## config.mk

```make
export PLATFORM = sky130hd
export DESIGN_NAME = multicycle_control
export DESIGN_NICKNAME = d
export VERILOG_FILES = /design/src/rtl/control_pkg.sv /design/src/rtl/multicycle_control_alu_decoder.sv /design/src/rtl/multicycle_control.sv
export SDC_FILE = /design/constraint.sdc
export NUM_CORES = 1
export LEC_CHECK = 0
export ABC_AREA = 0
export CAP_MARGIN = 20
export CORE_AREA = 2 2 64 48
export DETAILED_ROUTE_END_ITERATION = 6
export DIE_AREA = 0 0 66 50
export PLACE_DENSITY = 0.76
export SYNTH_ARGS = -nofsm -noshare
export SYNTH_HDL_FRONTEND = slang
export SYNTH_SLANG_ARGS = --single-unit
```

## constraint.sdc

```tcl
create_clock -name clk -period 2.39 [get_ports clk]
set_input_delay 0.478 -clock clk [delete_from_list [all_inputs] [get_ports clk]]
set_output_delay 0.478 -clock clk [all_outputs]
set_load 0.1 [all_outputs]
```

## src/rtl/control_pkg.sv

```systemverilog
// rtl/control_pkg.sv - shared encodings for the multi-cycle RV32I control FSM
package control_pkg;

    typedef enum logic [3:0] {
        S_BOOT, S_FETCH, S_DECODE, S_MEMADR, S_MEMREAD, S_MEMWB, S_MEMWRITE,
        S_EXECR, S_EXECI, S_JAL, S_ALUWB, S_BRANCH, S_TRAP
    } state_e;

    typedef enum logic [1:0] {
        ALUOP_ADD   = 2'b00,
        ALUOP_SUB   = 2'b01,
        ALUOP_FUNCT = 2'b10
    } alu_op_e;

    localparam logic [6:0] OP_LOAD   = 7'b0000011;
    localparam logic [6:0] OP_STORE  = 7'b0100011;
    localparam logic [6:0] OP_RTYPE  = 7'b0110011;
    localparam logic [6:0] OP_ITYPE  = 7'b0010011;
    localparam logic [6:0] OP_BRANCH = 7'b1100011;
    localparam logic [6:0] OP_JAL    = 7'b1101111;

    localparam logic [2:0] IMM_I = 3'b000;
    localparam logic [2:0] IMM_S = 3'b001;
    localparam logic [2:0] IMM_B = 3'b010;
    localparam logic [2:0] IMM_J = 3'b011;

    localparam logic [1:0] SRCA_PC    = 2'b00;
    localparam logic [1:0] SRCA_OLDPC = 2'b01;
    localparam logic [1:0] SRCA_RS1   = 2'b10;

    localparam logic [1:0] SRCB_RS2  = 2'b00;
    localparam logic [1:0] SRCB_IMM  = 2'b01;
    localparam logic [1:0] SRCB_FOUR = 2'b10;

    localparam logic [1:0] RES_ALUOUT = 2'b00;
    localparam logic [1:0] RES_RDATA  = 2'b01;
    localparam logic [1:0] RES_ALU    = 2'b10;

    localparam logic [2:0] ALU_ADD = 3'b000;
    localparam logic [2:0] ALU_SUB = 3'b001;
    localparam logic [2:0] ALU_AND = 3'b010;
    localparam logic [2:0] ALU_OR  = 3'b011;
    localparam logic [2:0] ALU_SLT = 3'b101;

    function automatic logic [2:0] imm_src_of(input logic [6:0] op);
        case (op)
            OP_STORE:  return IMM_S;
            OP_BRANCH: return IMM_B;
            OP_JAL:    return IMM_J;
            default:   return IMM_I;
        endcase
    endfunction

endpackage

```

## src/rtl/multicycle_control_alu_decoder.sv

```systemverilog
// rtl/multicycle_control_alu_decoder.sv - maps ALUOp/funct fields to the ALU operation
module alu_decoder
    import control_pkg::*;
(
    input  logic [1:0] alu_op,
    input  logic [2:0] funct3,
    input  logic       funct7b5,
    input  logic       op5,
    output logic [2:0] alu_control
);

    always_comb begin
        alu_control = ALU_ADD;
        case (alu_op)
            ALUOP_SUB: alu_control = ALU_SUB;
            ALUOP_FUNCT: begin
                case (funct3)
                    // Only R-type (op[5]=1) can encode sub; addi ignores funct7
                    3'b000:  alu_control = (op5 && funct7b5) ? ALU_SUB : ALU_ADD;
                    3'b010:  alu_control = ALU_SLT;
                    3'b110:  alu_control = ALU_OR;
                    3'b111:  alu_control = ALU_AND;
                    default: alu_control = ALU_ADD;
                endcase
            end
            default: alu_control = ALU_ADD;
        endcase
    end

endmodule

```

## src/rtl/multicycle_control.sv

```systemverilog
// rtl/multicycle_control.sv - main control FSM of the multi-cycle RV32I core
module multicycle_control
    import control_pkg::*;
#(
    parameter int MEM_TIMEOUT = 255,
    parameter int TO_W        = 8
) (
    input  logic       clk,
    input  logic       rst,
    input  logic [6:0] op,
    input  logic [2:0] funct3,
    input  logic       funct7b5,
    input  logic       Zero,
    input  logic       mem_ready,
    output logic       PCWrite,
    output logic       AdrSrc,
    output logic       MemWrite,
    output logic       IRWrite,
    output logic       RegWrite,
    output logic [1:0] ResultSrc,
    output logic [1:0] ALUSrcA,
    output logic [1:0] ALUSrcB,
    output logic [2:0] ALUControl,
    output logic [2:0] ImmSrc,
    output logic       illegal_instr,
    output logic       bus_error,
    output logic       instr_retired
);

    state_e          state_q, state_d;
    logic [TO_W-1:0] to_q, to_d;
    logic            illegal_q, illegal_d;
    logic            bus_err_q, bus_err_d;
    logic            wait_state, timed_out;
    alu_op_e         alu_op;

    assign wait_state = (state_q == S_FETCH) || (state_q == S_MEMREAD) || (state_q == S_MEMWRITE);
    // The full budget has already been waited and the bus is still silent
    assign timed_out  = wait_state && !mem_ready && (to_q == TO_W'(MEM_TIMEOUT));

    always_ff @(posedge clk or negedge rst) begin
        if (!rst) begin
            state_q   <= S_BOOT;
            to_q      <= '0;
            illegal_q <= 1'b0;
            bus_err_q <= 1'b0;
        end else begin
            state_q   <= state_d;
            to_q      <= to_d;
            illegal_q <= illegal_d;
            bus_err_q <= bus_err_d;
        end
    end

    always_comb begin
        state_d   = state_q;
        to_d      = '0;
        illegal_d = illegal_q;
        bus_err_d = bus_err_q;
        if (wait_state && !mem_ready && !timed_out) begin
            to_d = to_q + TO_W'(1);
        end
        case (state_q)
            S_BOOT:     state_d = S_FETCH;
            S_FETCH:    if (mem_ready) state_d = S_DECODE;
            S_DECODE: begin
                case (op)
                    OP_LOAD, OP_STORE: state_d = S_MEMADR;
                    OP_RTYPE:          state_d = S_EXECR;
                    OP_ITYPE:          state_d = S_EXECI;
                    OP_BRANCH:         state_d = S_BRANCH;
                    OP_JAL:            state_d = S_JAL;
                    default: begin
                        state_d   = S_TRAP;
                        illegal_d = 1'b1;
                    end
                endcase
            end
            S_MEMADR:   state_d = op[5] ? S_MEMWRITE : S_MEMREAD;
            S_MEMREAD:  if (mem_ready) state_d = S_MEMWB;
            S_MEMWB:    state_d = S_FETCH;
            S_MEMWRITE: if (mem_ready) state_d = S_FETCH;
            S_EXECR:    state_d = S_ALUWB;
            S_EXECI:    state_d = S_ALUWB;
            S_JAL:      state_d = S_ALUWB;
            S_ALUWB:    state_d = S_FETCH;
            S_BRANCH:   state_d = S_FETCH;
            S_TRAP:     state_d = S_TRAP;
            default:    state_d = S_BOOT;
        endcase
        if (timed_out) begin
            state_d   = S_TRAP;
            bus_err_d = 1'b1;
        end
    end

    always_comb begin
        PCWrite       = 1'b0;
        AdrSrc        = 1'b0;
        MemWrite      = 1'b0;
        IRWrite       = 1'b0;
        RegWrite      = 1'b0;
        ResultSrc     = RES_ALUOUT;
        ALUSrcA       = SRCA_PC;
        ALUSrcB       = SRCB_RS2;
        alu_op        = ALUOP_ADD;
        instr_retired = 1'b0;
        case (state_q)
            S_FETCH: begin
                ALUSrcB   = SRCB_FOUR;
                ResultSrc = RES_ALU;
                IRWrite   = mem_ready;
                PCWrite   = mem_ready;
            end
            S_DECODE: begin
                ALUSrcA = SRCA_OLDPC;
                ALUSrcB = SRCB_IMM;
            end
            S_MEMADR: begin
                ALUSrcA = SRCA_RS1;
                ALUSrcB = SRCB_IMM;
            end
            S_MEMREAD: AdrSrc = 1'b1;
            S_MEMWB: begin
                ResultSrc     = RES_RDATA;
                RegWrite      = 1'b1;
                instr_retired = 1'b1;
            end
            S_MEMWRITE: begin
                AdrSrc        = 1'b1;
                MemWrite      = !timed_out;
                instr_retired = mem_ready;
            end
            S_EXECR: begin
                ALUSrcA = SRCA_RS1;
                alu_op  = ALUOP_FUNCT;
            end
            S_EXECI: begin
                ALUSrcA = SRCA_RS1;
                ALUSrcB = SRCB_IMM;
                alu_op  = ALUOP_FUNCT;
            end
            S_JAL: begin
                ALUSrcA = SRCA_OLDPC;
                ALUSrcB = SRCB_FOUR;
                PCWrite = 1'b1;
            end
            S_ALUWB: begin
                RegWrite      = 1'b1;
                instr_retired = 1'b1;
            end
            S_BRANCH: begin
                ALUSrcA       = SRCA_RS1;
                alu_op        = ALUOP_SUB;
                PCWrite       = Zero ^ funct3[0];
                instr_retired = 1'b1;
            end
            default: ;
        endcase
    end

    alu_decoder u_alu_decoder (
        .alu_op      (alu_op),
        .funct3      (funct3),
        .funct7b5    (funct7b5),
        .op5         (op[5]),
        .alu_control (ALUControl)
    );

    assign ImmSrc        = (state_q == S_BOOT) ? IMM_I : imm_src_of(op);
    assign illegal_instr = illegal_q;
    assign bus_error     = bus_err_q;

endmodule

```

==> flow_metrics.env <==
export IMPL_status="completed"
export IMPL_dp_cells=231
export IMPL_end_kind="primary output"
export IMPL_syn_instance_count=158
export IMPL_finalInstanceArea_um2=2050
export IMPL_worstPathMaxFanout=11
export IMPL_ys_warnings_count=0
export IMPL_synth_fp_nets=176
export IMPL_post_synthesis_share_of_cell_area_spent_on_and_or_nand_and_nor_gates_pct=36.7
export IMPL_area_growth_synth_to_final_pct=71.1
export IMPL_clock_path_buffers=2
export IMPL_layout_cells_sized_above_1_pct=35.6
export IMPL_power_density_nw_per_um2=1330
export IMPL_max_h_tree_level=1
export IMPL_drv_cap=0
export IMPL_die_area_um2=3300
export IMPL_ys_top_cells_by_area="dfrtp_1 (29%), nor2_1 (6.9%), xor2_1 (4.4%), a21oi_1 (4.2%), nand2b_1 (4.2%)"
export IMPL_clockRootBuffer="clkbuf_8"
export IMPL_min_delay_path_class="register to register"
export IMPL_placeableCoreArea_um2=2680
export IMPL_yosysTopAreaCell="dfrtp_1"
export IMPL_die_width_um=66
export IMPL_first_pass_iters=4
export IMPL_routabilityCongestion=0.831
export IMPL_cp_data_required_time_ps=1910
export IMPL_sum_of_negative_setup_slack_ps=0
export IMPL_worstSkewPairLatency_ps=240
export IMPL_io_pin_count=35
export IMPL_final_period_utilization_pct=96.8
export IMPL_report_final_hold_viol_count=0
export IMPL_largest_family_of_logic_cells_by_synthesized_area="simple AND/OR/NAND/NOR gates"
export IMPL_fin_worst_hold_slack_ps=466
export IMPL_setup_violations_final=0
export IMPL_worst_pin_slew_ps=601
export IMPL_worst_slew_margin_rel_pct=59.8
export IMPL_grt_overflow_total=0
export IMPL_post_synth_fa_ha_maj_area_fraction_pct=3.13
export IMPL_grt_usage_pct=21.1
export IMPL_cts_sink_count=14
export IMPL_maxSlewViolCount=0
export IMPL_drc_errors=0
export IMPL_yosys_most_used_dff="dfrtp_1"
export IMPL_report_power_total_w=0.00274
export IMPL_most_instantiated_library_cell_after_synthesis="nor2_1"
export IMPL_max_vdd_ir_drop_mv=1.30
export IMPL_critPathKind="register to primary output"
export IMPL_vias=1323
export IMPL_pin_count_of_the_biggest_net_entering_global_routing=22
export IMPL_insertedDiodeCount=0
export IMPL_ys_ff_latch=14
export IMPL_placement_io_buffers=33
export IMPL_netlist_cell_type_count=45
export IMPL_die_y_um=50
export IMPL_synth_area_in_compound_gates_pct=18.4
export IMPL_clk_transition_reported_paths_ps=50
export IMPL_final_cells=244
export IMPL_detail_route_vias_per_cell=5.42
export IMPL_detail_route_antenna_nets=0
export IMPL_worst_setup_path_start_kind="register"
export IMPL_yosys_area_share_xor_xnor_pct=5.11
export IMPL_p_leak_nw=0.851
export IMPL_postPlaceCellArea_um2=1890
export IMPL_finalCriticalPeriod_ps=2310
export IMPL_syn_mean_instance_area_um2=7.59
export IMPL_synth_largest_type_area_fraction_pct=29.2
export IMPL_fin_skew_ps=0.905
export IMPL_floorplan_rows=16
export IMPL_grt_first_pass_wirelength_um=5540
export IMPL_drc_marker_count_from_the_first_detailed_route_iteration=53
export IMPL_cts_hold_fix_buffers=0
export IMPL_sequential_element_share_of_the_synthesized_area_pct=29.2
export IMPL_first_global_vias=1244
export IMPL_synth_async_reset_ratio_pct=100
export IMPL_synth_top_cells_by_count="nor2_1 (22), dfrtp_1 (14), nand2_1 (11)"
export IMPL_synth_edff_count=0
export IMPL_nets=227
export IMPL_cp_data_arrival_time_ps=1830
export IMPL_muxShareOfSynthArea_pct=0.835
export IMPL_number_of_antenna_violations_at_the_first_check_in_global_routing=0
export IMPL_fmaxAchievable_ghz=0.432
export IMPL_routedWlPerCell_um=14.1
export IMPL_wirelength_um=3440
export IMPL_floorplan_initialDensity_pct=44.7
export IMPL_mappedNetlistArea_um2=1200
export IMPL_number_of_buffers_inserted_during_clock_tree_synthesis=3
export IMPL_hpwlAfterDp_um=2440
export IMPL_tritoncts="done"
-- cell usage in the layout, fill, tap and decap left out, types with 5 or more instances in the layout --
cell type,count
a21oi_1,8
buf_12,17
buf_4,23
clkdlybuf4s50_1,14
dfrtp_1,11
inv_1,7
nand2_1,11
nand2b_1,8
nand3_1,7
nor2_1,15
nor2b_1,5
xor2_1,6
-- critical path: stages (launching register included) --
cell	delay [ps]
dfrtp_2	470
buf_4	200
nor3b_4	250
o21ai_2	140
o21ai_2	220
clkinvlp_4	140
buf_12	170
-- metrics by stage --
stage / worst slack (ps) / utilization (%)
global route: -1.51 / 76.4
finish: 77.3 / 76.4
detailed placement: 130 / 70.4
global placement: 173 / 70.4
CTS: 1.05 / 73.4
floorplan: -317 / -
-- metal layers --
| metal | part of all wire [%] | global-route usage, % | routed length [µm] | vias to the layer above |
|---|---|---|---|---|
| met3 | 6.7 | 5.02 | 229 | 0 |
| met1 | 47 | 29.7 | 1620 | 634 |
| met2 | 46 | 34.3 | 1600 | 38 |
| met4 | 0 | 1.70 | 0 | 0 |
| met5 | 0 | 0 | 0 | - |
| li1 | - | - | - | 651 |
-- cell type report --
cell class	count	area [µm²]
flip-flops and latches	14	354
clock buffers	4	55.1
well taps	36	45.0
inverters	8	33.8
repair buffers	55	666
fillers	196	632
multi-input cells	127	897
-- flip-flops by register name, summed over array words and instances, names as in the netlist --
| name | count |
|---|---|
| bus_error | 1 |
| illegal_instr | 1 |
| state_q | 4 |
| to_q | 8 |
-- report_power, final --
group	switching [W]	internal, W	leakage [nW]
combinational	0.00132	0.000832	0.642
clock	0.0000771	0.000146	0.0288
sequential	0.0000786	0.000286	0.180
total	0.00147	0.00126	0.851
-- path summary, 6_finish.rpt --
kind,startpoint,to,slack (ps),depth (start not counted)
worst max register to register,state_q[2],state_q[1],570,6
worst min register to register,illegal_instr,illegal_instr,470,1
max in group asynchronous,rst,state_q[0],1350,1
worst max-delay path,state_q[1],MemWrite,80,6
min in group asynchronous,rst,to_q[3],620,1
worst min-delay path,illegal_instr,illegal_instr,470,1
-- cells by family after synthesis --
family / after synthesis
compound gates: 34
buf+inv: 17
fa+ha+maj: 3
mux: 1
simple gates: 81
flops: 14
other cells: 1
xor+xnor: 7
-- repair_timing --
| action | CTS | global route |
|---|---|---|
| setup endpoints to repair | 5 | 7 |
| buffers inserted | 3 | 6 |
| pin swaps | 0 | 3 |
| gates resized for setup | 3 | 5 |
| cloned | 0 | 0 |
(Power assumes the default switching activity.)
